### config.mk
export PLATFORM = sky130hd
export DESIGN_NAME = key_event_scheduler_flat
export DESIGN_NICKNAME = d
export VERILOG_FILES = /design/src/rtl/key_event_scheduler_if.sv /design/src/rtl/key_event_scheduler.sv /design/src/flat_wrapper.sv
export SDC_FILE = /design/constraint.sdc
export NUM_CORES = 1
export LEC_CHECK = 0
export ABC_CLOCK_PERIOD_IN_PS = 6100
export CORE_MARGIN = 8
export CORE_UTILIZATION = 48
export CTS_CLUSTER_SIZE = 24
export DETAILED_ROUTE_END_ITERATION = 10
export PLACE_DENSITY = 0.64
export SLEW_MARGIN = 40
export SYNTH_ARGS = -nofsm -noshare
export SYNTH_HDL_FRONTEND = slang
export SYNTH_SLANG_ARGS = --single-unit
### constraint.sdc
create_clock -name CLK -period 6.1 [get_ports CLK]
set_input_delay 0.61 -clock CLK [delete_from_list [all_inputs] [get_ports CLK]]
set_output_delay 0.61 -clock CLK [all_outputs]
set_load 0.02 [all_outputs]
### src/rtl/key_event_scheduler_if.sv
// Event stream interface between the key event scheduler and its consumer.
// The scheduler drives the event register through the master modport; the
// consumer (UI/menu logic) uses the slave modport and drives Evt_Ready.
interface key_event_scheduler_if;
  logic       Evt_Valid;
  logic       Evt_Ready;
  logic [1:0] Evt_Key;
  logic [1:0] Evt_Type;

  modport master (
    output Evt_Valid,
    output Evt_Key,
    output Evt_Type,
    input  Evt_Ready
  );

  modport slave (
    input  Evt_Valid,
    input  Evt_Key,
    input  Evt_Type,
    output Evt_Ready
  );
endinterface

### src/rtl/key_event_scheduler.sv
// Key event scheduler: turns four debounced key levels (3=Up, 2=Down,
// 1=Left, 0=Right) into a single stream of PRESS/LONG/REPEAT/RELEASE events.
// Each key has a press/hold FSM and a one-entry pending slot; a round-robin
// arbiter moves pending events into one registered valid/ready output.
// Optional macro KEY_REPEAT_EN: when defined, a held key emits REPEAT every
// REPEAT_CYCLES cycles after LONG; when undefined, HELD just waits for release.
module key_event_scheduler #(
  parameter int CNT_W         = 25,
  parameter int LONG_CYCLES   = 25000000,
  parameter int REPEAT_CYCLES = 5000000
) (
  input  logic                  CLK,
  input  logic                  RST,
  input  logic [3:0]            Key_Level,
  key_event_scheduler_if.master evt,
  output logic [3:0]            Overflow
);

  typedef enum logic [1:0] {
    IDLE    = 2'd0,
    PRESSED = 2'd1,
    HELD    = 2'd2
  } key_state_t;

  localparam logic [1:0] T_PRESS   = 2'd0;
  localparam logic [1:0] T_LONG    = 2'd1;
  localparam logic [1:0] T_REPEAT  = 2'd2;
  localparam logic [1:0] T_RELEASE = 2'd3;

  localparam logic [CNT_W-1:0] LONG_LAST = CNT_W'(LONG_CYCLES - 1);
`ifdef KEY_REPEAT_EN
  localparam logic [CNT_W-1:0] REPEAT_LAST = CNT_W'(REPEAT_CYCLES - 1);
`endif

  // Reject hold lengths the counters cannot represent meaningfully.
  if (LONG_CYCLES < 2 || REPEAT_CYCLES < 2) begin : g_bad_params
    $error("key_event_scheduler: LONG_CYCLES and REPEAT_CYCLES must be >= 2");
  end

  logic [3:0]       prev_q;
  logic [3:0]       rise;
  logic [3:0]       fall;
  key_state_t       state_q [4];
  key_state_t       state_d [4];
  logic [CNT_W-1:0] cnt_q   [4];
  logic [CNT_W-1:0] cnt_d   [4];
  logic [3:0]       gen;
  logic [1:0]       gen_type [4];

  logic [3:0]       pend_q;
  logic [1:0]       pend_type_q [4];
  logic [1:0]       ptr_q;

  logic             load_ok;
  logic             grant_any;
  logic [1:0]       grant_idx;
  logic [1:0]       search_idx;
  logic [3:0]       grant_onehot;

  assign rise = Key_Level & ~prev_q;
  assign fall = ~Key_Level & prev_q;

  // Key history, per-key FSM state and hold counters.
  always_ff @(posedge CLK) begin
    if (RST) begin
      prev_q <= 4'b0000;
      for (int k = 0; k < 4; k++) begin
        state_q[k] <= IDLE;
        cnt_q[k]   <= '0;
      end
    end else begin
      prev_q <= Key_Level;
      for (int k = 0; k < 4; k++) begin
        state_q[k] <= state_d[k];
        cnt_q[k]   <= cnt_d[k];
      end
    end
  end

  // Press/hold sequencing per key; a release beats LONG/REPEAT in the same cycle.
  always_comb begin
    for (int k = 0; k < 4; k++) begin
      state_d[k]  = state_q[k];
      cnt_d[k]    = cnt_q[k];
      gen[k]      = 1'b0;
      gen_type[k] = T_PRESS;
      case (state_q[k])
        IDLE: begin
          if (rise[k]) begin
            gen[k]      = 1'b1;
            gen_type[k] = T_PRESS;
            cnt_d[k]    = '0;
            state_d[k]  = PRESSED;
          end
        end
        PRESSED: begin
          if (fall[k]) begin
            gen[k]      = 1'b1;
            gen_type[k] = T_RELEASE;
            state_d[k]  = IDLE;
          end else if (cnt_q[k] == LONG_LAST) begin
            gen[k]      = 1'b1;
            gen_type[k] = T_LONG;
            cnt_d[k]    = '0;
            state_d[k]  = HELD;
          end else begin
            cnt_d[k] = cnt_q[k] + 1'b1;
          end
        end
        HELD: begin
          if (fall[k]) begin
            gen[k]      = 1'b1;
            gen_type[k] = T_RELEASE;
            state_d[k]  = IDLE;
`ifdef KEY_REPEAT_EN
          end else if (cnt_q[k] == REPEAT_LAST) begin
            gen[k]      = 1'b1;
            gen_type[k] = T_REPEAT;
            cnt_d[k]    = '0;
          end else begin
            cnt_d[k] = cnt_q[k] + 1'b1;
`endif
          end
        end
        default: state_d[k] = IDLE;
      endcase
    end
  end

  // Round-robin pick of the first pending slot after the last granted key.
  always_comb begin
    load_ok      = !evt.Evt_Valid || evt.Evt_Ready;
    grant_any    = 1'b0;
    grant_idx    = 2'd0;
    search_idx   = 2'd0;
    grant_onehot = 4'b0000;
    for (int i = 1; i <= 4; i++) begin
      search_idx = ptr_q + 2'(i);
      if (load_ok && !grant_any && pend_q[search_idx]) begin
        grant_any = 1'b1;
        grant_idx = search_idx;
      end
    end
    if (grant_any) begin
      grant_onehot = 4'b0001 << grant_idx;
    end
  end

  // Pending slots: accept a new event when empty or being drained, else flag overflow.
  always_ff @(posedge CLK) begin
    if (RST) begin
      pend_q   <= 4'b0000;
      Overflow <= 4'b0000;
      for (int k = 0; k < 4; k++) begin
        pend_type_q[k] <= T_PRESS;
      end
    end else begin
      for (int k = 0; k < 4; k++) begin
        if (gen[k]) begin
          if (!pend_q[k] || grant_onehot[k]) begin
            pend_q[k]      <= 1'b1;
            pend_type_q[k] <= gen_type[k];
          end else begin
            Overflow[k] <= 1'b1;
          end
        end else if (grant_onehot[k]) begin
          pend_q[k] <= 1'b0;
        end
      end
    end
  end

  // Output event register and round-robin pointer; holds while stalled.
  always_ff @(posedge CLK) begin
    if (RST) begin
      evt.Evt_Valid <= 1'b0;
      evt.Evt_Key   <= 2'd0;
      evt.Evt_Type  <= 2'd0;
      ptr_q         <= 2'd3;
    end else if (load_ok) begin
      if (grant_any) begin
        evt.Evt_Valid <= 1'b1;
        evt.Evt_Key   <= grant_idx;
        evt.Evt_Type  <= pend_type_q[grant_idx];
        ptr_q         <= grant_idx;
      end else begin
        evt.Evt_Valid <= 1'b0;
      end
    end
  end

endmodule
### src/flat_wrapper.sv
// flat-port wrapper written by rule: the top's interface ports become plain ports
module key_event_scheduler_flat 
#(
  parameter int CNT_W         = 25,
  parameter int LONG_CYCLES   = 25000000,
  parameter int REPEAT_CYCLES = 5000000
)
  (CLK, RST, Key_Level, Overflow, evt_Evt_Valid, evt_Evt_Key, evt_Evt_Type, evt_Evt_Ready);
  key_event_scheduler_if evt_i ();
  input  logic CLK;
  input  logic RST;
  input  logic [3:0] Key_Level;
  output logic [3:0] Overflow;
  output wire logic [$bits(evt_i.Evt_Valid)-1:0] evt_Evt_Valid;
  output wire logic [$bits(evt_i.Evt_Key)-1:0] evt_Evt_Key;
  output wire logic [$bits(evt_i.Evt_Type)-1:0] evt_Evt_Type;
  input wire logic [$bits(evt_i.Evt_Ready)-1:0] evt_Evt_Ready;
  assign evt_Evt_Valid = evt_i.Evt_Valid;
  assign evt_Evt_Key = evt_i.Evt_Key;
  assign evt_Evt_Type = evt_i.Evt_Type;
  assign evt_i.Evt_Ready = evt_Evt_Ready;
  key_event_scheduler #(.CNT_W(CNT_W), .LONG_CYCLES(LONG_CYCLES), .REPEAT_CYCLES(REPEAT_CYCLES)) u_core (.CLK(CLK), .RST(RST), .Key_Level(Key_Level), .evt(evt_i), .Overflow(Overflow));
endmodule
# Word level (Yosys, flattened, before mapping)
# Memory sizes are Yosys's and may differ from the RTL's. A register that Yosys moved wholly into a read port is not among the register bits.
# Cells that the tools add are included.
[word_totals]
register_bits = 17
ramBits = 116
inputBits = 7
output_inout_bits = 9
word_cells = 233
n_memories = 3
[classes]
addsub = 7
order_cmp = 4
eq_ne = 16
shift = 1
muxes = 133
bitwise = 20
reduce_logical = 37
[mem_list]
columns = ["memory", "depth", "word_bits", "rd", "rd_ports_with_merged_regs", "wr", "line", "source"]
rows = [
  ["u_core.cnt_q", 4, 25, 4, 0, 4, "key_event_scheduler.sv:45", "logic [CNT_W-1:0] cnt_q [4];"],
  ["u_core.pend_type_q", 4, 2, 1, 1, 4, "key_event_scheduler.sv:51", "logic [1:0] pend_type_q [4];"],
  ["u_core.state_q", 4, 2, 4, 0, 4, "key_event_scheduler.sv:43", "key_state_t state_q [4];"],
]
[ops]
columns = ["operator", "count"]
rows = [
  ["$mux 25", 16],
  ["$pmux 25 s2", 4],
  ["$add 25x1->25 const B", 4],
  ["$eq 25x25->1 const B", 4],
  ["$mux 2", 36],
  ["$mux 1", 60],
  ["$pmux 2 s3", 4],
  ["$reduce_and 2->1", 9],
  ["$pmux 2 s2", 4],
  ["$lt 2x3->1 const B", 4],
  ["$or 1x1->1", 12],
  ["$pmux 1 s3", 4],
  ["$and 4x4->4", 2],
  ["$bmux 1 s2", 4],
  ["$eq 2x1->1 const B", 4],
  ["$eq 2x2->1 const B", 4],
  ["$logic_not 1->1", 8],
  ["$logic_not 2->1", 4],
  ["$ne 2x2->1 const B", 4],
  ["$not 4->4", 2],
  ["$reduce_bool 2->1", 4],
  ["$logic_and 1x1->1", 7],
  ["$logic_or 1x1->1", 5],
  ["$add 2x2->2 const B", 2],
  ["4 further kinds", 7],
]

# Depth between registers and ports, before layout
[depth]
depth_word = 25
depth_mapped = 9
ltp_nobuf = 7

# Least setup slack after synthesis
# No wires, ideal clock.
[synth_path]
path_kind = "register -> register"
start = "memory u_core.cnt_q[1][0]"
end = "memory u_core.pend_type_q[1][0] (enable)"
t_arrival_ns = 1.953
t_required_ns = 5.773
slack_ns = 3.819
path_stages_with_launch = 7
path_buffers = 0
period_less_slack_ns = 2.281
cell_sequence = "dfxtp_1 -> ha_1 -> nand2_1 -> or2_2 -> or4_1 -> a211o_1 -> o21ai_0"
[synth_lines]
columns = ["item", "line"]
rows = [
  ["start, declared", "key_event_scheduler.sv:45"],
  ["end, declared", "key_event_scheduler.sv:51"],
]

==> flow_summary.json <==
{
  "status": "complete, no violations",
  "grt.met3_usage_pct": 4.25,
  "ys_warn_count": 0,
  "grt_use_total_pct": 16.5,
  "grt_pass1_wl_um": 27300,
  "drcViolationCount": 0,
  "rr_worst_depth": 6,
  "grt_pass1_vias": 5888,
  "busiest_layer": "met2",
  "place_ws_ns": 3.09,
  "fillers": 1314,
  "hold_path_class": "reg2reg",
  "ys_seq_area_share_pct": 38.8,
  "rsz0062_at_grt": "false",
  "htree_levels": 4,
  "min_to": "u_core.evt.Evt_Key[0]",
  "synth_ff_type": "dfxtp_1",
  "antenna_found_initial": 0,
  "layout_common_cells": "127 x dfxtp_1, 89 x nor2_1, 69 x nand2_1, 47 x a21oi_1, 47 x nand4_1",
  "crit_type": "reg2reg",
  "drt.antenna.violating_nets": 0,
  "core_um2": 14600,
  "drive_gt1_share_pct": 6.31,
  "synth-seq-cells": 135,
  "cts_tree": "built",
  "startpoint_type": "flop",
  "r2r_slack_ns": 3.40,
  "n_antenna_cell": 0,
  "rows": 44,
  "cts.clk_slew.worst_paths_ns": 0.06,
  "cts_buffer_depth": 2,
  "power-per-cell-area_nw_per_um2": 375,
  "syn2layout_area_growth_pct": 12.3,
  "synth_edf_count": 8,
  "hpwlAfterDp_um": 10800,
  "syn-num-nets": 885,
  "fmax_mhz": 371,
  "worst_slack_ns": 3.40,
  "die_w_um": 138,
  "use_met2_pct": 27.6,
  "finalCritPeriodShare_pct": 44.2,
  "cts_setup_buffers": 0,
  "worstPathArrival_ns": 2.97,
  "grtUsageMet1_pct": 19.9,
  "num-nets-final": 885,
  "io_buffer_count": 15,
  "cts_resized": 0,
  "routed_wl_um": 15800,
  "clk_latency_ns": 0.42,
  "die_h_um": 138,
  "postSynthCellCount": 858,
  "synthesis.area_um2": 7180,
  "gp_congestion": 0.829,
  "worstReg2RegEnd": "u_core.cnt_q[2][3]",
  "crit_fanout": 25,
  "yosys.cell_types.count": 66,
  "grt_max_degree": 41,
  "drv_cap": 0,
  "finalMaxSlewViolations": 0,
  "cts_num_sinks": 135,
  "dieArea_um2": 19100,
  "timing.setup.tns_ns": 0,
  "timing.rr.start": "u_core.cnt_q[2][0]",
  "hp-start": "u_core.evt.Evt_Key[0]",
  "io_pins": 16,
  "hold_buffers": 0,
  "layout_commonest_cell": "dfxtp_1",
  "setup.worst_path.end_class": "flop",
  "leakage_nw": 2.61,
  "dr_total_vias": 6254,
  "first_iter_violations": 391,
  "critPathRequiredTime_ns": 6.37,
  "ir_worst_vdd_mv": 0.247,
  "async_reset_ff_share_pct": 0,
  "relSlewSlack_pct": 45.1,
  "wire_per_inst_um": 15.0,
  "dr.pass1.iters": 5,
  "final_hold_viol_count": 0,
  "viasPerCell": 5.93,
  "postSynthAreaPerCell_um2": 8.37,
  "clk_root_buffer_cell": "clkbuf_16",
  "finalPower_mw": 3.02,
  "min_path_cells": 2,
  "initial_utilization_pct": 49.2,
  "numCtsBuffers": 17,
  "grt_overflow": 0,
  "finClkSkew_ns": 0.00705,
  "tightestPinTransition_ns": 0.824,
  "finalCriticalPeriod_ns": 2.70,
  "setup_viol": 0
}
## through the flow
step	cells	instance area (um2)	hold slack [ns]	utilization, %
2_1_floorplan	858	7180	0.448	-
3_3_place_gp	1023	7430	0.455	50.9
3_5_place_dp	1023	7440	0.470	51.0
4_1_cts	1055	8060	0.478	55.2
5_1_grt	1055	8070	0.497	55.3
6_report	1055	8070	0.477	55.3
## power breakdown
part	internal [mW]	total [mW]	switching (mW)
registers	0.976	1.08	0.107
clock network	0.684	1.06	0.373
logic	0.328	0.882	0.554
total	1.99	3.02	1.03
## sequential cells by signal, indices dropped and copies added (netlist names)
register and cells:
u_core.cnt_q 100, u_core.pend_type_q 8, u_core.state_q 8, u_core.Overflow 4
u_core.pend_q 4, u_core.prev_q 4, u_core.evt.Evt_Key 2, u_core.evt.Evt_Type 2
u_core.ptr_q 2, u_core.evt.Evt_Valid 1
## cell usage after synthesis, types with 17 or more instances
cell	n	area, um2
or3_1	22	138
nand4_1	47	294
nor2_1	89	334
dfxtp_1	127	2540
nor4_1	29	181
nor3_1	21	105
inv_1	28	105
o21ai_0	33	165
a21oi_1	47	235
nand3_1	29	145
clkbuf_1	27	101
nand2_1	69	259
xor2_1	33	289
a31oi_1	17	106
xnor2_1	34	298
ha_1	20	250
## area by class of cell
type	instances	area (um2)	share of cell area [%]
multi-input combinational	657	4160	51.6
clock inverter	8	120	1.49
sequential	135	2780	34.5
timing repair buffer	18	173	2.14
tap	184	230	2.85
clock buffer	24	492	6.10
inverter	29	109	1.35
## worst max path at each step
stage / startpoint / end / slack (ns)
2_1_floorplan: u_core.cnt_q[1][0] / u_core.pend_type_q[1][0] / 3.82
3_3_place_gp: RST / u_core.cnt_q[1][19] / 2.99
4_1_cts: u_core.cnt_q[1][0] / u_core.cnt_q[1][19] / 3.42
3_5_place_dp: evt_Evt_Ready / u_core.pend_type_q[1][0] / 3.09
5_1_grt: u_core.cnt_q[2][0] / u_core.cnt_q[2][3] / 3.21
6_report: u_core.cnt_q[2][0] / u_core.cnt_q[2][3] / 3.40
## logic make-up after synthesis
kind of cell / Yosys count / share of synthesized area (%)
DFF: 135 / 38.8
adders and majority gates: 20 / 3.49
xor gates and xnor gates: 67 / 8.17
and+or+nand+nor: 408 / 31.1
AOI/OAI and AO/OA: 156 / 13.8
buffers and inverters: 66 / 3.66
muxes: 6 / 1.01
## worst max-delay path: stages, from the launching register on
cell     delay, ns
dfxtp_1       0.37
ha_1          0.40
nor4b_1       0.30
nand4_1       0.17
o21ai_0       0.45
a21o_1        0.74
nor2_1        0.12
## routing by layer
layer	part of all wire (%)	wire, um
met5	0	0
met1	47	7460
met2	48	7520
met3	3.8	600
met4	1.5	242
No activity file was read; power rests on OpenSTA's default activity.
